### src/rtl/tag_ram_ctrl_if.sv
// tag_ram_ctrl_if
//   Request/response bundle between the cache pipeline and tag_ram_ctrl.
//   master : cache pipeline side (drives requests, receives responses)
//   slave  : controller side
// Signals:
//   req_valid/req_ready  lookup handshake
//   req_index            set index (AWIDTH)
//   req_tag              tag to compare (TWIDTH)
//   req_alloc            write {valid,req_tag} on a miss
//   rsp_valid            one-cycle response strobe
//   rsp_hit              stored entry valid and tag equal
//   rsp_index            index of the responded request
//   rsp_tag              tag read from the RAM before any allocation
interface tag_ram_ctrl_if #(
  parameter int AWIDTH = 3,
  parameter int TWIDTH = 13
);
  logic              req_valid;
  logic              req_ready;
  logic [AWIDTH-1:0] req_index;
  logic [TWIDTH-1:0] req_tag;
  logic              req_alloc;
  logic              rsp_valid;
  logic              rsp_hit;
  logic [AWIDTH-1:0] rsp_index;
  logic [TWIDTH-1:0] rsp_tag;

  modport master (
    output req_valid, req_index, req_tag, req_alloc,
    input  req_ready, rsp_valid, rsp_hit, rsp_index, rsp_tag
  );

  modport slave (
    input  req_valid, req_index, req_tag, req_alloc,
    output req_ready, rsp_valid, rsp_hit, rsp_index, rsp_tag
  );
endinterface

### src/rtl/tag_ram_ctrl.sv
// tag_ram_ctrl
//   Controller for a single-port, synchronous-read tag RAM. After reset it
//   clears every entry, then serves lookups: one request per two cycles,
//   response two cycles after accept, optional allocate on miss.
//   Entry layout: bit TWIDTH = valid, bits [TWIDTH-1:0] = tag.
// Ports:
//   clock      sole clock, rising edge
//   reset_n    asynchronous active-low reset
//   bus        tag_ram_ctrl_if.slave request/response bundle
//   init_done  high once the clear sequence has finished
//   ram_addr   RAM address (combinational)
//   ram_din    RAM write data (combinational)
//   ram_we     RAM write enable (combinational)
//   ram_dout   RAM read data, valid the cycle after the address is latched
//   flush_req  only with TAG_RAM_CTRL_FLUSH_EN: re-clear the RAM from IDLE
// Build option:
//   TAG_RAM_CTRL_FLUSH_EN  adds flush_req; without it INIT is reached only
//                          through reset.
//
// state     | meaning
// ST_INIT   | writing 0 to every entry, clr_cnt walks 0..DEPTH-1
// ST_IDLE   | ready for a request, RAM address follows req_index
// ST_LOOKUP | RAM data valid, compare and optionally allocate
module tag_ram_ctrl #(
  parameter int AWIDTH = 3,
  parameter int TWIDTH = 13
) (
  input  logic                clock,
  input  logic                reset_n,
  tag_ram_ctrl_if.slave       bus,
`ifdef TAG_RAM_CTRL_FLUSH_EN
  input  logic                flush_req,
`endif
  output logic                init_done,
  output logic [AWIDTH-1:0]   ram_addr,
  output logic [TWIDTH:0]     ram_din,
  output logic                ram_we,
  input  logic [TWIDTH:0]     ram_dout
);

  localparam int DEPTH = 1 << AWIDTH;
  localparam logic [AWIDTH-1:0] LAST_IDX = AWIDTH'(DEPTH - 1);

  typedef enum logic [1:0] {
    ST_INIT   = 2'd0,
    ST_IDLE   = 2'd1,
    ST_LOOKUP = 2'd2
  } state_t;

  state_t            state;
  logic [AWIDTH-1:0] clr_cnt;
  logic [AWIDTH-1:0] held_index;
  logic [TWIDTH-1:0] held_tag;
  logic              held_alloc;
  logic              hit;
  logic              accept;
  logic              flush_take;

  assign hit    = ram_dout[TWIDTH] & (ram_dout[TWIDTH-1:0] == held_tag);
  assign accept = (state == ST_IDLE) & bus.req_valid;

`ifdef TAG_RAM_CTRL_FLUSH_EN
  // A request accepted in the same cycle takes priority over the flush.
  assign flush_take = (state == ST_IDLE) & flush_req & ~bus.req_valid;
`else
  assign flush_take = 1'b0;
`endif

  assign bus.req_ready = (state == ST_IDLE);

  always_comb begin
    ram_we   = 1'b0;
    ram_addr = held_index;
    ram_din  = '0;
    case (state)
      ST_INIT: begin
        ram_we   = 1'b1;
        ram_addr = clr_cnt;
      end
      ST_IDLE: begin
        // RAM latches the read address on the accept edge.
        ram_addr = bus.req_index;
      end
      ST_LOOKUP: begin
        ram_we  = ~hit & held_alloc;
        ram_din = {1'b1, held_tag};
      end
      default: ;
    endcase
  end

  always_ff @(posedge clock or negedge reset_n) begin
    if (!reset_n) begin
      state         <= ST_INIT;
      clr_cnt       <= '0;
      init_done     <= 1'b0;
      held_index    <= '0;
      held_tag      <= '0;
      held_alloc    <= 1'b0;
      bus.rsp_valid <= 1'b0;
      bus.rsp_hit   <= 1'b0;
      bus.rsp_index <= '0;
      bus.rsp_tag   <= '0;
    end else begin
      bus.rsp_valid <= 1'b0;
      case (state)
        ST_INIT: begin
          // Counter wraps to 0 after the last index, ready for a later flush.
          clr_cnt <= clr_cnt + 1'b1;
          if (clr_cnt == LAST_IDX) begin
            state     <= ST_IDLE;
            init_done <= 1'b1;
          end
        end
        ST_IDLE: begin
          if (accept) begin
            held_index <= bus.req_index;
            held_tag   <= bus.req_tag;
            held_alloc <= bus.req_alloc;
            state      <= ST_LOOKUP;
          end else if (flush_take) begin
            clr_cnt   <= '0;
            init_done <= 1'b0;
            state     <= ST_INIT;
          end
        end
        ST_LOOKUP: begin
          bus.rsp_valid <= 1'b1;
          bus.rsp_hit   <= hit;
          bus.rsp_index <= held_index;
          bus.rsp_tag   <= ram_dout[TWIDTH-1:0];
          state         <= ST_IDLE;
        end
        default: state <= ST_INIT;
      endcase
    end
  end

endmodule
### src/flat_wrapper.sv
// flat-port wrapper written by rule: the top's interface ports become plain ports
module tag_ram_ctrl_flat 
#(
  parameter int AWIDTH = 3,
  parameter int TWIDTH = 13
)
  (clock, reset_n, init_done, ram_addr, ram_din, ram_we, ram_dout, bus_req_valid, bus_req_index, bus_req_tag, bus_req_alloc, bus_req_ready, bus_rsp_valid, bus_rsp_hit, bus_rsp_index, bus_rsp_tag);
  tag_ram_ctrl_if #(.AWIDTH(AWIDTH), .TWIDTH(TWIDTH)) bus_i ();
  input  logic clock;
  input  logic reset_n;
  output logic init_done;
  output logic [AWIDTH-1:0] ram_addr;
  output logic [TWIDTH:0] ram_din;
  output logic ram_we;
  input  logic [TWIDTH:0] ram_dout;
  input wire logic [$bits(bus_i.req_valid)-1:0] bus_req_valid;
  input wire logic [$bits(bus_i.req_index)-1:0] bus_req_index;
  input wire logic [$bits(bus_i.req_tag)-1:0] bus_req_tag;
  input wire logic [$bits(bus_i.req_alloc)-1:0] bus_req_alloc;
  output wire logic [$bits(bus_i.req_ready)-1:0] bus_req_ready;
  output wire logic [$bits(bus_i.rsp_valid)-1:0] bus_rsp_valid;
  output wire logic [$bits(bus_i.rsp_hit)-1:0] bus_rsp_hit;
  output wire logic [$bits(bus_i.rsp_index)-1:0] bus_rsp_index;
  output wire logic [$bits(bus_i.rsp_tag)-1:0] bus_rsp_tag;
  assign bus_i.req_valid = bus_req_valid;
  assign bus_i.req_index = bus_req_index;
  assign bus_i.req_tag = bus_req_tag;
  assign bus_i.req_alloc = bus_req_alloc;
  assign bus_req_ready = bus_i.req_ready;
  assign bus_rsp_valid = bus_i.rsp_valid;
  assign bus_rsp_hit = bus_i.rsp_hit;
  assign bus_rsp_index = bus_i.rsp_index;
  assign bus_rsp_tag = bus_i.rsp_tag;
  tag_ram_ctrl #(.AWIDTH(AWIDTH), .TWIDTH(TWIDTH)) u_core (.clock(clock), .reset_n(reset_n), .bus(bus_i), .init_done(init_done), .ram_addr(ram_addr), .ram_din(ram_din), .ram_we(ram_we), .ram_dout(ram_dout));
endmodule
### config.mk
export PLATFORM = sky130hd
export DESIGN_NAME = tag_ram_ctrl_flat
export DESIGN_NICKNAME = d
export VERILOG_FILES = /design/src/rtl/tag_ram_ctrl_if.sv /design/src/rtl/tag_ram_ctrl.sv /design/src/flat_wrapper.sv
export SDC_FILE = /design/constraint.sdc
export NUM_CORES = 1
export LEC_CHECK = 0
export ABC_AREA = 0
export CORE_ASPECT_RATIO = 1.25
export CORE_MARGIN = 10
export CORE_UTILIZATION = 30
export DETAILED_ROUTE_END_ITERATION = 7
export PLACE_DENSITY_LB_ADDON = 0.3
export SLEW_MARGIN = 20
export SYNTH_ARGS = -nofsm -noshare
export SYNTH_HDL_FRONTEND = slang
export SYNTH_SLANG_ARGS = --single-unit
### constraint.sdc
create_clock -name clock -period 1.9 [get_ports clock]
set_clock_uncertainty 0.2 [all_clocks]
set_input_delay 0.285 -clock clock [delete_from_list [all_inputs] [get_ports clock]]
set_output_delay 0.285 -clock clock [all_outputs]
set_load 0.05 [all_outputs]
==> metrics.md <==
| Metric | Value |
|---|---|
| Status | `complete, but fails checks` |
| Violated checks | `negative setup slack` |
| Final HPWL DP | `about 4000 µm` |
| Data required, critical path | `between 1 and 1.5 ns` |
| Unrepaired setup endpoints after global routing | `true` |
| First-pass GRT wire length | `about 8500 µm` |
| RR Startpoint | `u_core.state[0]` |
| Total CTS buffers | `5` |
| Register area share after synthesis | `a little over half` |
| Final Wtd Congestion | `0.6850` |
| Critical-path top delay cell | `dfrtp_1` |
| Buffers on Ports | `between 70 and 80` |
| Via count | `~1500` |
| Syn. warnings | `0` |
| Setup_tns | `-0.3124 ns` |
| Synth Instances | `175` |
| Clock slew at reported path FFs | `around 0.080 ns` |
| Synth Net Count | `211` |
| PnR worst setup slack | `-0.3124 ns` |
| Worst slew margin | `between 60% and 70%` |
| Largest net degree at the start of global routing | `22` |
| Most common cell after layout, fill and taps aside | `nand2_1` |
| EDFF count, synth | `0` |
| Std cell rows | `32` |
| Total track usage | `10.96%` |
| Most frequent cells in the layout | `nand2_1, dfrtp_1, buf_4` |
| Final core utilization | `51.46%` |
| Layout cells sized above 1 | `about two fifths` |
| DR iter-0 viols | `37` |
| Synth unique cells | `27` |
| Pre-antenna DRT Iters | `4` |
| Worst path bufs/invs | `2` |
| Leakage | `roughly 0.0015 µW` |
| Layout area overhead | `66.51%` |
| Hold Path Class | `in -> reg` |
| Setup crit end kind | `output pin` |
| Routed wire per std cell | `roughly 15 µm` |
| Place WS | `-0.3897 ns` |
| Initial antenna violation count | `0` |
| Sequential cell area | `between 1000 and 1500 µm²` |
| Worst slew pin tran | `~0.53 ns` |
| Setup violators final | `1` |
| Pwr Density | `roughly 1800 nW/µm²` |
| Final Hold Viols | `0` |
| Hold wc startpoint | `ram_dout[2]` |
| Syn Area/Cell | `10.89 µm²` |
| Fmax | `between 0.4 and 0.5 GHz` |
| # diodes | `0` |
| Core area | `between 6000 and 7000 µm²` |
| FILL cells | `between 500 and 600` |
| Chip width | `just over 90 µm` |
| Ports | `around 70` |
| Worst R2R End | `u_core.held_tag[8]` |
| Die height | `approximately 110 µm` |
| Clk buf depth | `2` |
| Initial Utilization | `between 30 and 40%` |
| Clk_lat worst skew | `approximately 0.29 ns` |
| Slew Limit Fails | `0` |
| Final Cycle Share | `116.4%` |
| H-tree levels | `2` |
| Vias/cell | `about 4.3` |
| Total clock sinks | `roughly 40` |
| Crit path largest cell delay | `around 0.40 ns` |
| Number of global-route vias before repair | `approximately 1700` |
| Fin cells | `352` |
| DRC errors left | `0` |
| CP Launch Type | `register` |
| Number of max-cap violations | `0` |
| Residual overflow from global routing | `0` |
| Die area | `9960 µm²` |
| Worst Hold Path Cells | `4` |
| Total detailed-routing wirelength | `approximately 5300 µm` |
| Top FF cell, synth | `dfrtp_1` |
| Routed Antenna Nets | `0` |
| Async SR Flop Fraction | `100.0%` |
| Tmin final | `~2.2 ns` |
| CP Max Fanout | `2` |
| Placed Instances | `~340` |
| Area of the multi-input gates | `slightly below 900 µm²` |
| Crit-path cells | `xor2_1 > nor4_1 > buf_4 > nand4_1 > o21a_1 > buf_6` |
| WS Path Type | `reg -> out` |
| Peak supply drop | `just over 1 mV` |
| Hold Path Sink | `u_core.bus.rsp_tag[2]` |
| Mapped cell area | `1906 µm²` |
| Cells on worst reg2reg path | `4` |
| Final nets | `303` |
| Family with the most delay on the worst path | `flip-flops` |
| Root Driver | `clkbuf_8` |
| Post-synthesis register bit count | `41` |
| Reg-to-reg slack, setup | `between 0.15 and 0.2 ns` |
| CTS tree | `built` |
| Critical Path AT | `1.73 ns` |
cell usage after synthesis, drive strengths merged, types with 2 or more instances:
cell type | instances | area [µm²]
and2 | 13 | 81.33
ha | 2 | 25.02
xor2 | 13 | 113.9
buf | 6 | 38.79
mux2i | 3 | 30.03
nor4 | 3 | 18.77
clkbuf | 2 | 8.750
nand4 | 2 | 12.51
inv | 3 | 11.26
mux2 | 18 | 236.5
o21ai | 6 | 30.03
nand2 | 54 | 210.2
dfrtp | 41 | 1026
routing by layer:
metal	wire, µm	vias to the layer above	track usage [%]
met5	0	-	0
met4	81	0	4.709
met3	297	5	3.783
met2	2831	39	19.62
met1	2130	726	11.50
li1	-	750	-
kinds of logic (layout without fill, tap and decap cells):
family,after synthesis,count (layout),synth area share (%)
AOI/OAI and AO/OA,10,10,3.086
xor gates and xnor gates,14,14,6.435
muxes,21,21,13.99
DFF,41,41,53.84
and+or+nand+nor,76,76,18.25
adders and majority gates,2,2,1.313
buffers and inverters,11,103,3.086
metrics by stage:
step / cell area [µm²] / total power [µW] / hold WS (ns)
6_report: 3173 / 5574 / 0.2468
4_1_cts: 3124 / 5589 / 0.2339
3_3_place_gp: 2962 / 4826 / 0.09431
3_5_place_dp: 2962 / 4877 / 0.1005
5_1_grt: 3173 / 5917 / 0.2735
2_1_floorplan: 1922 / 3553 / -0.2106
worst min-delay path, stage by stage:
cell and delay, ns:
dlygate4sd2_1 0.22, buf_4 0.11, nand2_1 0.04, nand2_1 0.05
state kept, by name (all words and copies together) (netlist names):
signal / flops
u_core.bus.rsp_hit: 1
u_core.bus.rsp_index: 3
u_core.held_index: 3
u_core.bus.rsp_valid: 1
u_core.init_done: 1
u_core.clr_cnt: 3
u_core.held_tag: 13
u_core.held_alloc: 1
u_core.bus.rsp_tag: 13
u_core.state: 2
repair_timing:
item	4_1_cts	5_1_grt
endpoints found under the setup margin	12	17
gates resized for setup	8	8
pin swaps	4	2
setup buffers	3	0
gates cloned	1	1
endpoints found under the hold margin	20	0
hold buffers	1	0
worst max path at each step:
stage / cells past startpoint / startpoint / end
after floorplan: 6 / u_core.state[0] / ram_din[10]
after global placement: 7 / ram_dout[7] / ram_we
after detailed placement: 6 / ram_dout[11] / ram_we
after CTS: 6 / u_core.held_tag[3] / ram_we
after global routing: 6 / u_core.held_tag[3] / ram_we
final: 6 / u_core.held_tag[3] / ram_we
layout make-up:
class | count | area share (%)
clock buffer | 7 | 2.721
inverter | 3 | 0.5126
multi-input combinational | 123 | 27.29
sequential | 41 | 32.33
tap | 85 | 3.352
timing repair buffer | 93 | 33.79
power by group:
| group | switching [µW] | internal, µW |
|---|---|---|
| clock network | 291 | 289 |
| registers | 272 | 1290 |
| logic | 1880 | 1560 |
| total | 2440 | 3140 |
Note: power is estimated with default switching activity, not from simulation.
